**src/rtl/dm_access_arbiter.sv**
```systemverilog
// rtl/dm_access_arbiter.sv - two-master data memory arbiter with size/lane handling
module dm_access_arbiter #(
  parameter int AW    = 11,
  parameter bit RR_EN = 1'b1
) (
  input  logic          Clk,
  input  logic          Reset,
  input  logic [1:0]    m_req,
  input  logic [1:0]    m_we,
  input  logic [31:0]   m0_addr,
  input  logic [31:0]   m1_addr,
  input  logic [31:0]   m0_wdata,
  input  logic [31:0]   m1_wdata,
  input  logic [1:0]    m0_size,
  input  logic [1:0]    m1_size,
  input  logic [1:0]    m_sext,
  output logic [1:0]    m_ack,
  output logic [1:0]    m_err,
  output logic [31:0]   m_rdata,
  output logic [AW-1:0] dm_a,
  output logic          dm_we,
  output logic [31:0]   dm_wd,
  output logic [3:0]    dm_be,
  input  logic [31:0]   dm_rd
);

  typedef enum logic [1:0] {
    S_IDLE   = 2'd0,
    S_ACCESS = 2'd1,
    S_RESP   = 2'd2
  } state_t;

  state_t      state_q, state_d;
  logic        grant_q, grant_d;   // 0 = M0, 1 = M1
  logic        last_q, last_d;     // master served most recently
  logic [1:0]  ack_q, ack_d;
  logic [1:0]  err_q, err_d;
  logic [31:0] rdata_q, rdata_d;

  // Live inputs of the granted master
  logic [31:0] g_addr;
  logic [31:0] g_wdata;
  logic [1:0]  g_size;
  logic        g_we;
  logic        g_req;
  logic        g_sext;
  logic        in_access;

  assign g_addr    = grant_q ? m1_addr  : m0_addr;
  assign g_wdata   = grant_q ? m1_wdata : m0_wdata;
  assign g_size    = grant_q ? m1_size  : m0_size;
  assign g_we      = m_we[grant_q];
  assign g_req     = m_req[grant_q];
  assign g_sext    = m_sext[grant_q];
  assign in_access = (state_q == S_ACCESS);

  logic        fault;
  logic [3:0]  be;
  logic [7:0]  ld_byte;
  logic [15:0] ld_half;
  logic [31:0] ld_val;

  // Fault detection, byte-enable generation and load-lane extraction for the granted access
  always_comb begin
    fault   = 1'b0;
    be      = 4'b0000;
    ld_byte = dm_rd[8*g_addr[1:0] +: 8];
    ld_half = dm_rd[16*g_addr[1] +: 16];
    ld_val  = dm_rd;
    case (g_size)
      2'b00: begin
        be     = 4'b0001 << g_addr[1:0];
        ld_val = {{24{g_sext & ld_byte[7]}}, ld_byte};
      end
      2'b01: begin
        fault  = g_addr[0];
        be     = g_addr[1] ? 4'b1100 : 4'b0011;
        ld_val = {{16{g_sext & ld_half[15]}}, ld_half};
      end
      2'b10: begin
        fault  = (g_addr[1:0] != 2'b00);
        be     = 4'b1111;
        ld_val = dm_rd;
      end
      default: begin
        fault = 1'b1;
        be    = 4'b0000;
      end
    endcase
    if (|g_addr[31:AW+2]) fault = 1'b1;
  end

  // Memory port: only active in ACCESS; a synchronous reset in that cycle kills the write
  always_comb begin
    dm_a  = g_addr[AW+1:2];
    dm_wd = g_wdata;
    dm_be = (in_access && !Reset) ? be : 4'b0000;
    dm_we = in_access && !Reset && g_we && g_req && !fault;
  end

  // Next-state and registered-output computation for the IDLE/ACCESS/RESP sequence
  always_comb begin
    state_d = state_q;
    grant_d = grant_q;
    last_d  = last_q;
    ack_d   = 2'b00;
    err_d   = 2'b00;
    rdata_d = rdata_q;
    case (state_q)
      S_IDLE: begin
        if (|m_req) begin
          if (m_req == 2'b11) grant_d = RR_EN ? ~last_q : 1'b0;
          else                grant_d = m_req[1];
          state_d = S_ACCESS;
        end
      end
      S_ACCESS: begin
        if (!g_req) begin
          state_d = S_IDLE;
        end else begin
          state_d = S_RESP;
          if (fault) begin
            err_d   = grant_q ? 2'b10 : 2'b01;
            rdata_d = 32'd0;
          end else begin
            ack_d   = grant_q ? 2'b10 : 2'b01;
            rdata_d = ld_val;
          end
        end
      end
      S_RESP: begin
        last_d  = grant_q;
        state_d = S_IDLE;
      end
      default: state_d = S_IDLE;
    endcase
  end

  // State and output registers; reset leaves M1 as last served so M0 wins the first tie
  always_ff @(posedge Clk) begin
    if (Reset) begin
      state_q <= S_IDLE;
      grant_q <= 1'b0;
      last_q  <= 1'b1;
      ack_q   <= 2'b00;
      err_q   <= 2'b00;
      rdata_q <= 32'd0;
    end else begin
      state_q <= state_d;
      grant_q <= grant_d;
      last_q  <= last_d;
      ack_q   <= ack_d;
      err_q   <= err_d;
      rdata_q <= rdata_d;
    end
  end

  assign m_ack   = ack_q;
  assign m_err   = err_q;
  assign m_rdata = rdata_q;

endmodule

```
**config.mk**
```make
export PLATFORM = sky130hd
export DESIGN_NAME = dm_access_arbiter
export DESIGN_NICKNAME = d
export VERILOG_FILES = /design/src/rtl/dm_access_arbiter.sv
export SDC_FILE = /design/constraint.sdc
export NUM_CORES = 1
export LEC_CHECK = 0
export CORE_MARGIN = 8
export CORE_UTILIZATION = 29
export CTS_CLUSTER_SIZE = 25
export DETAILED_ROUTE_END_ITERATION = 16
export PLACE_DENSITY_LB_ADDON = 0.1
export SYNTH_ARGS = -nofsm -noshare
export SYNTH_HDL_FRONTEND = slang
export SYNTH_SLANG_ARGS = --single-unit
```
**constraint.sdc**
```tcl
create_clock -name Clk -period 1.95 [get_ports Clk]
set_clock_uncertainty 0.1 [all_clocks]
set_input_delay 0.39 -clock Clk [delete_from_list [all_inputs] [get_ports Clk]]
set_output_delay 0.39 -clock Clk [all_outputs]
set_load 0.01 [all_outputs]
```
# Word-level counts from Yosys, hierarchy flattened
# Index checks and enable logic that the tools add are counted.
# word_totals
regBits	40
latch_bits	0
mem_bits_rw	0
rom_bits	0
input_bits	172
output_inout_bits	84
word_cells	58
mem_count	0
# op_classes
n_addsub	0
n_mul	0
n_div	0
magnitude_cmp	1
eq_ne	6
shift	3
mux	21
bitwise	6
n_reduce_logical	15
# ops
op	n
32-bit 2-to-1 mux	3
32-bit case mux with 2 select lines	1
32-bit by 6-bit variable part select with 16-bit output	1
32-bit by 6-bit variable part select with 8-bit output	1
19-bit OR reduction	1
4-bit case mux with 3 select lines	1
1-bit 2-to-1 mux	8
2-bit 2-to-1 mux	4
4-bit 2-to-1 mux	2
4-bit OR reduction	2
2-bit equality test (second input constant)	3
2-bit by 1-bit equality test with 1-bit output (second input constant)	2
1-bit logical AND	4
2-bit logical NOT	2
1-bit inverter	4
2-bit case mux with 2 select lines	1
2-bit AND reduction	2
1-bit by 2-bit << shifter with 4-bit output (first input constant)	1
1-bit case mux with 3 select lines	1
1-bit bitwise AND	2
1-bit logical NOT	2
1-bit by 2-bit less-than comparator with 1-bit output (second input constant)	1
2-bit != test (second input constant)	1
2-bit nonzero test	1
2-bit OR reduction	1

# Longest topological paths before layout
# depth
ltp_word	6
mapped_depth	9
ltp_nobuf	5

# Least setup slack after synthesis
# No wires, ideal clock.
# synth_timing
path_type	register to output
startpoint	register grant_q
endpoint	output dm_we
arrival_time_ps	1751
t_required_ps	1460
slack_ps	-291
path_stages_with_launch	10
path_buffers	4
cell_sequence	dfxtp_1 > buf_6 > buf_8 > mux2i_1 > buf_4 > o21ai_1 > o21ai_1 > nand3_1 > clkbuf_1 > nor2_1
# synth_between
elab_chain_len	6
elab_cells_between_ends	17
classes_between	eq/ne: 2; mux: 8; reduce/logical: 7
# synth_lines
item	line_no	source
start: declaration	34	logic grant_q, grant_d;
start signal: assignment	150	grant_q <= grant_d;
2-bit 2-to-1 mux or 32-bit 2-to-1 mux (tied branches)	51, 49	
2-bit equality test (tied with other cells)	70	case (g_size)
1-bit case mux with 3 select lines	70	
1-bit 2-to-1 mux	90	if (|g_addr[31:AW+2]) fault = 1'b1;
1-bit logical NOT	98	dm_we = in_access && !Reset && g_we && g_req && !fault;
1-bit logical AND (*)	98	
end: declaration	21	output logic dm_we,
# Mark *: on every way between the ends. The rest lies on a longest branch, timed or not. The select of a mux whose other input is x is not followed.

# Final worst setup path
# layout_timing
startpoint	input m1_addr[23]
endpoint	output dm_we
# layout_between
elab_chain_len	5
# layout_lines
item	line_no	source
start: declaration	11	input logic [31:0] m1_addr,
32-bit 2-to-1 mux	49	assign g_addr = grant_q ? m1_addr : m0_addr;
19-bit OR reduction	90	
1-bit 2-to-1 mux	90	
1-bit logical NOT	98	
1-bit logical AND	98	
# Every way passes these cells.

==> key figures <==
STA
  • Slew HR: 0.751
  • Fin. Hold Viols: 0
  • Period utilisation layout: 1.18
  • # setup viols final: 77
  • Slew @ Worst Pin: 372 ps
  • Fmax: between 400 and 500 MHz
  • RSZ-0062 raised after global routing: yes
  • Final Max Slew Viols: 0
  • Final worst path period need: 2300 ps
  • Setup ws final: -349 ps

Yosys
  • Top post-synthesis cells by count: 53 x nand2_1, 47 x mux2_2, 40 x dfxtp_1
  • Yosys warnings: 0
  • Seq/Total Area, Yosys: 0.268
  • Nets in the synthesized netlist: about 520
  • Cell count after synthesis: 344
  • Netlist cell types: 46
  • Post-Syn Area per Cell: 8.70 µm²
  • Post-synthesis async set-or-reset flop share: 0
  • Synth top area cells: dfxtp_1 27%, mux2_2 18%, nand2_1 6.6%
  • Post-synth top area cell: dfxtp_1
  • Synth Register Bits: 40
  • Cell with the most instances after synthesis: nand2_1
  • Synth Flop Type: dfxtp_1
  • Post-synth top area share: 0.268
  • Mapped Area: 2990 µm²
  • Post-synth EDFFs: 0

Drt
  • ANT nets after route: 0
  • Via count: ~4500
  • Routed wire length: between 15 and 20 mm
  • Routed WL per cell: 22.2 µm
  • Initial DRC count: a little over 200
  • # DRC: 0
  • Avg Vias per Cell: 5.23
  • Router iterations before antenna repair: 6

Clocking
  • Hold_buf cts: 0
  • Clk Latency, worst-skew pair: 290 ps
  • Clock Root Buffer: clkbuf_8
  • CTS tree: done
  • CTS H-tree lvls: 2
  • Clock sinks: 40
  • CTS Buf Count: 5
  • Clk pin slew, worst setup/hold paths: 70 ps
  • Clock Tree Buf Depth: 2

Power
  • Worst vdd rail ir drop: around 360 µV
  • P_leak: around 3.2 nW
  • Pwr dens: 427 nW/µm²

Placed design
  • GP Congestion: roughly 0.84
  • Final HPWL from detailed placement: 13.4 mm
  • Port bufs: 255
  • Placed cells: 780
  • Placed inst area: 6170 µm²

Setup path
  • CP Capture Point: dm_we
  • Path depth of the worst reg2reg path: 11
  • Worst path depth: 7
  • CP required: 1460 ps
  • WP buf/inv: 2
  • Kind of critical path: input pin to primary output
  • Chain of cells forming the critical path: clkdlybuf4s50_1 > nor4_2 > nand3_1 > o22ai_4 > nand3_4 > nor2_4 > buf_6
  • Slowest stage delay, CP: 430 ps
  • Max FO, Critical Path: 2
  • Element type at the critical path end: primary output
  • Critical path's top delay family: simple AND/OR/NAND/NOR gates
  • Reg2reg start: grant_q
  • WP data arrival: 1810 ps
  • Reg-to-reg setup timing slack: -290 ps
  • Worst R2R End: m_rdata[23]
  • Crit path launch: m1_addr[23]
  • Slowest cell on the critical path: clkdlybuf4s50_1
  • Setup crit start kind: input pin

Global route
  • Overflow left after global routing: 0
  • Global-route wire length before repair: 26.5 mm
  • Largest net degree at the start of global routing: 21
  • Vias in the first global route: 4722
  • Gr usage total: 0.239
  • Initial antenna violation count: 3

Die
  • Die X: ~120 µm
  • Starting density of the core: 0.294
  • Top-level I/O count: between 200 and 300
  • Die area: 13800 µm²
  • Die outline height: 118 µm
  • Num rows: 37
  • Core area: a little over 10000 µm²

Outcome
  • Status: finished with violations
  • Failing checks: negative setup slack

Cells and area
  • Layout fillers: 688
  • Multi-input logic area: 2710 µm²
  • Finished Layout Cells: 852
  • Final Instance Area: 7830 µm²
  • # nets final: 886
  • Synth-to-layout area growth: 162%
  • Fin util: 0.769
  • Layout cells sized above 1: 0.442
  • Register area: 805 µm²

Flow run
  • Maxcap violations: 0

Hold path
  • Worst hold path class: flip-flop to flip-flop
  • Hold path depth: 2
-- layout by cell type (no fill, tap or decap), types with 3 or more instances in the layout --
master and instances:
clkbuf_8 7, nand2_1 46, a221o_1 5, o211a_1 5, o21ai_1 8, a21oi_2 8
buf_2 7, buf_12 7, o211ai_1 17, buf_6 87, and3_1 3, dlygate4sd2_1 6
o31ai_4 14, mux2i_1 7, clkdlybuf4s50_1 190, buf_4 64, dlymetal6s2s_1 11, mux2i_4 5
o31ai_1 3, inv_1 11, a22o_1 7, dfxtp_1 39, mux2_2 7, a22oi_1 5
nand2_2 6, o21ai_2 5, nor4_2 6, a21oi_4 7, nor2_1 12, mux2_4 40
buf_8 13, o31ai_2 4, a21oi_1 7
-- logic make-up (layout without fill, tap and decap cells) --
kind of cell | after synthesis | count (layout) | synth area share
DFF | 40 | 40 | 0.268
buffers and inverters | 35 | 406 | 0.0581
and+or+nand+nor | 102 | 102 | 0.168
AOI/OAI and AO/OA | 108 | 108 | 0.281
muxes | 59 | 59 | 0.225
other | 0 | 1 | 0
-- worst register-to-register path: cells and delay by family (launching register included) --
family | cells | cell delay, ps
buffers and inverters | 7 | 910
flip-flops | 1 | 390
AO/OA/AOI/OAI | 2 | 300
AND/OR/NAND/NOR | 1 | 260
multiplexers | 1 | 200
-- area by class of cell --
cell class,count,share of cell area
antenna,1,0.000320
clock buffer,7,0.0123
clock inverter,1,0.00384
inverter,11,0.00527
multi-input combinational,269,0.346
sequential,40,0.103
tap,136,0.0217
timing repair buffer,387,0.508
-- where the power goes --
group,leakage (nW),internal [mW],switching (mW),total (mW)
logic,2.84,1.07,0.693,1.76
registers,0.323,0.822,0.00656,0.828
clock network,0.0645,0.452,0.301,0.753
-- how the worst min path moves through the flow --
stage | from | end | slack [ps]
3_3_place_gp | m_rdata[25] | m_rdata[25] | 340
3_5_place_dp | m_rdata[27] | m_rdata[27] | 340
6_report | m_rdata[12] | m_rdata[12] | 360
4_1_cts | m_rdata[11] | m_rdata[11] | 360
2_1_floorplan | last_q | last_q | 350
5_1_grt | m_rdata[12] | m_rdata[12] | 370
-- sequential cells by signal (all words and copies together), names as in the netlist --
name     flops
m_rdata     32
m_ack        2
m_err        2
state_q      2
grant_q      1
last_q       1
-- what timing repair did --
| item | 4_1_cts | 5_1_grt |
|---|---|---|
| gates cloned | 4 | 0 |
| setup endpoints to repair | 82 | 80 |
| gates resized for setup | 347 | 141 |
| pin swaps | 20 | 46 |
| buffers inserted | 44 | 26 |
-- metal layers --
| layer | vias to the layer above | share of wire | track usage |
|---|---|---|---|
| met1 | 2129 | 0.35 | 0.242 |
| met4 | 4 | 0.027 | 0.0729 |
| met5 | - | 0.0016 | 0 |
| li1 | 2041 | - | - |
| met2 | 236 | 0.53 | 0.441 |
| met3 | 44 | 0.095 | 0.0911 |
-- through the flow --
stage | setup TNS (ps) | setup WS [ps] | power (mW) | hold WS (ps)
2_1_floorplan | -113 | -113 | 1.30 | 352
5_1_grt | -18920 | -427 | 3.46 | 371
3_5_place_dp | -35210 | -871 | 2.07 | 342
4_1_cts | -10550 | -351 | 3.12 | 362
3_3_place_gp | -33400 | -820 | 2.05 | 340
6_report | -15110 | -349 | 3.34 | 362
(Power assumes the default switching activity.)
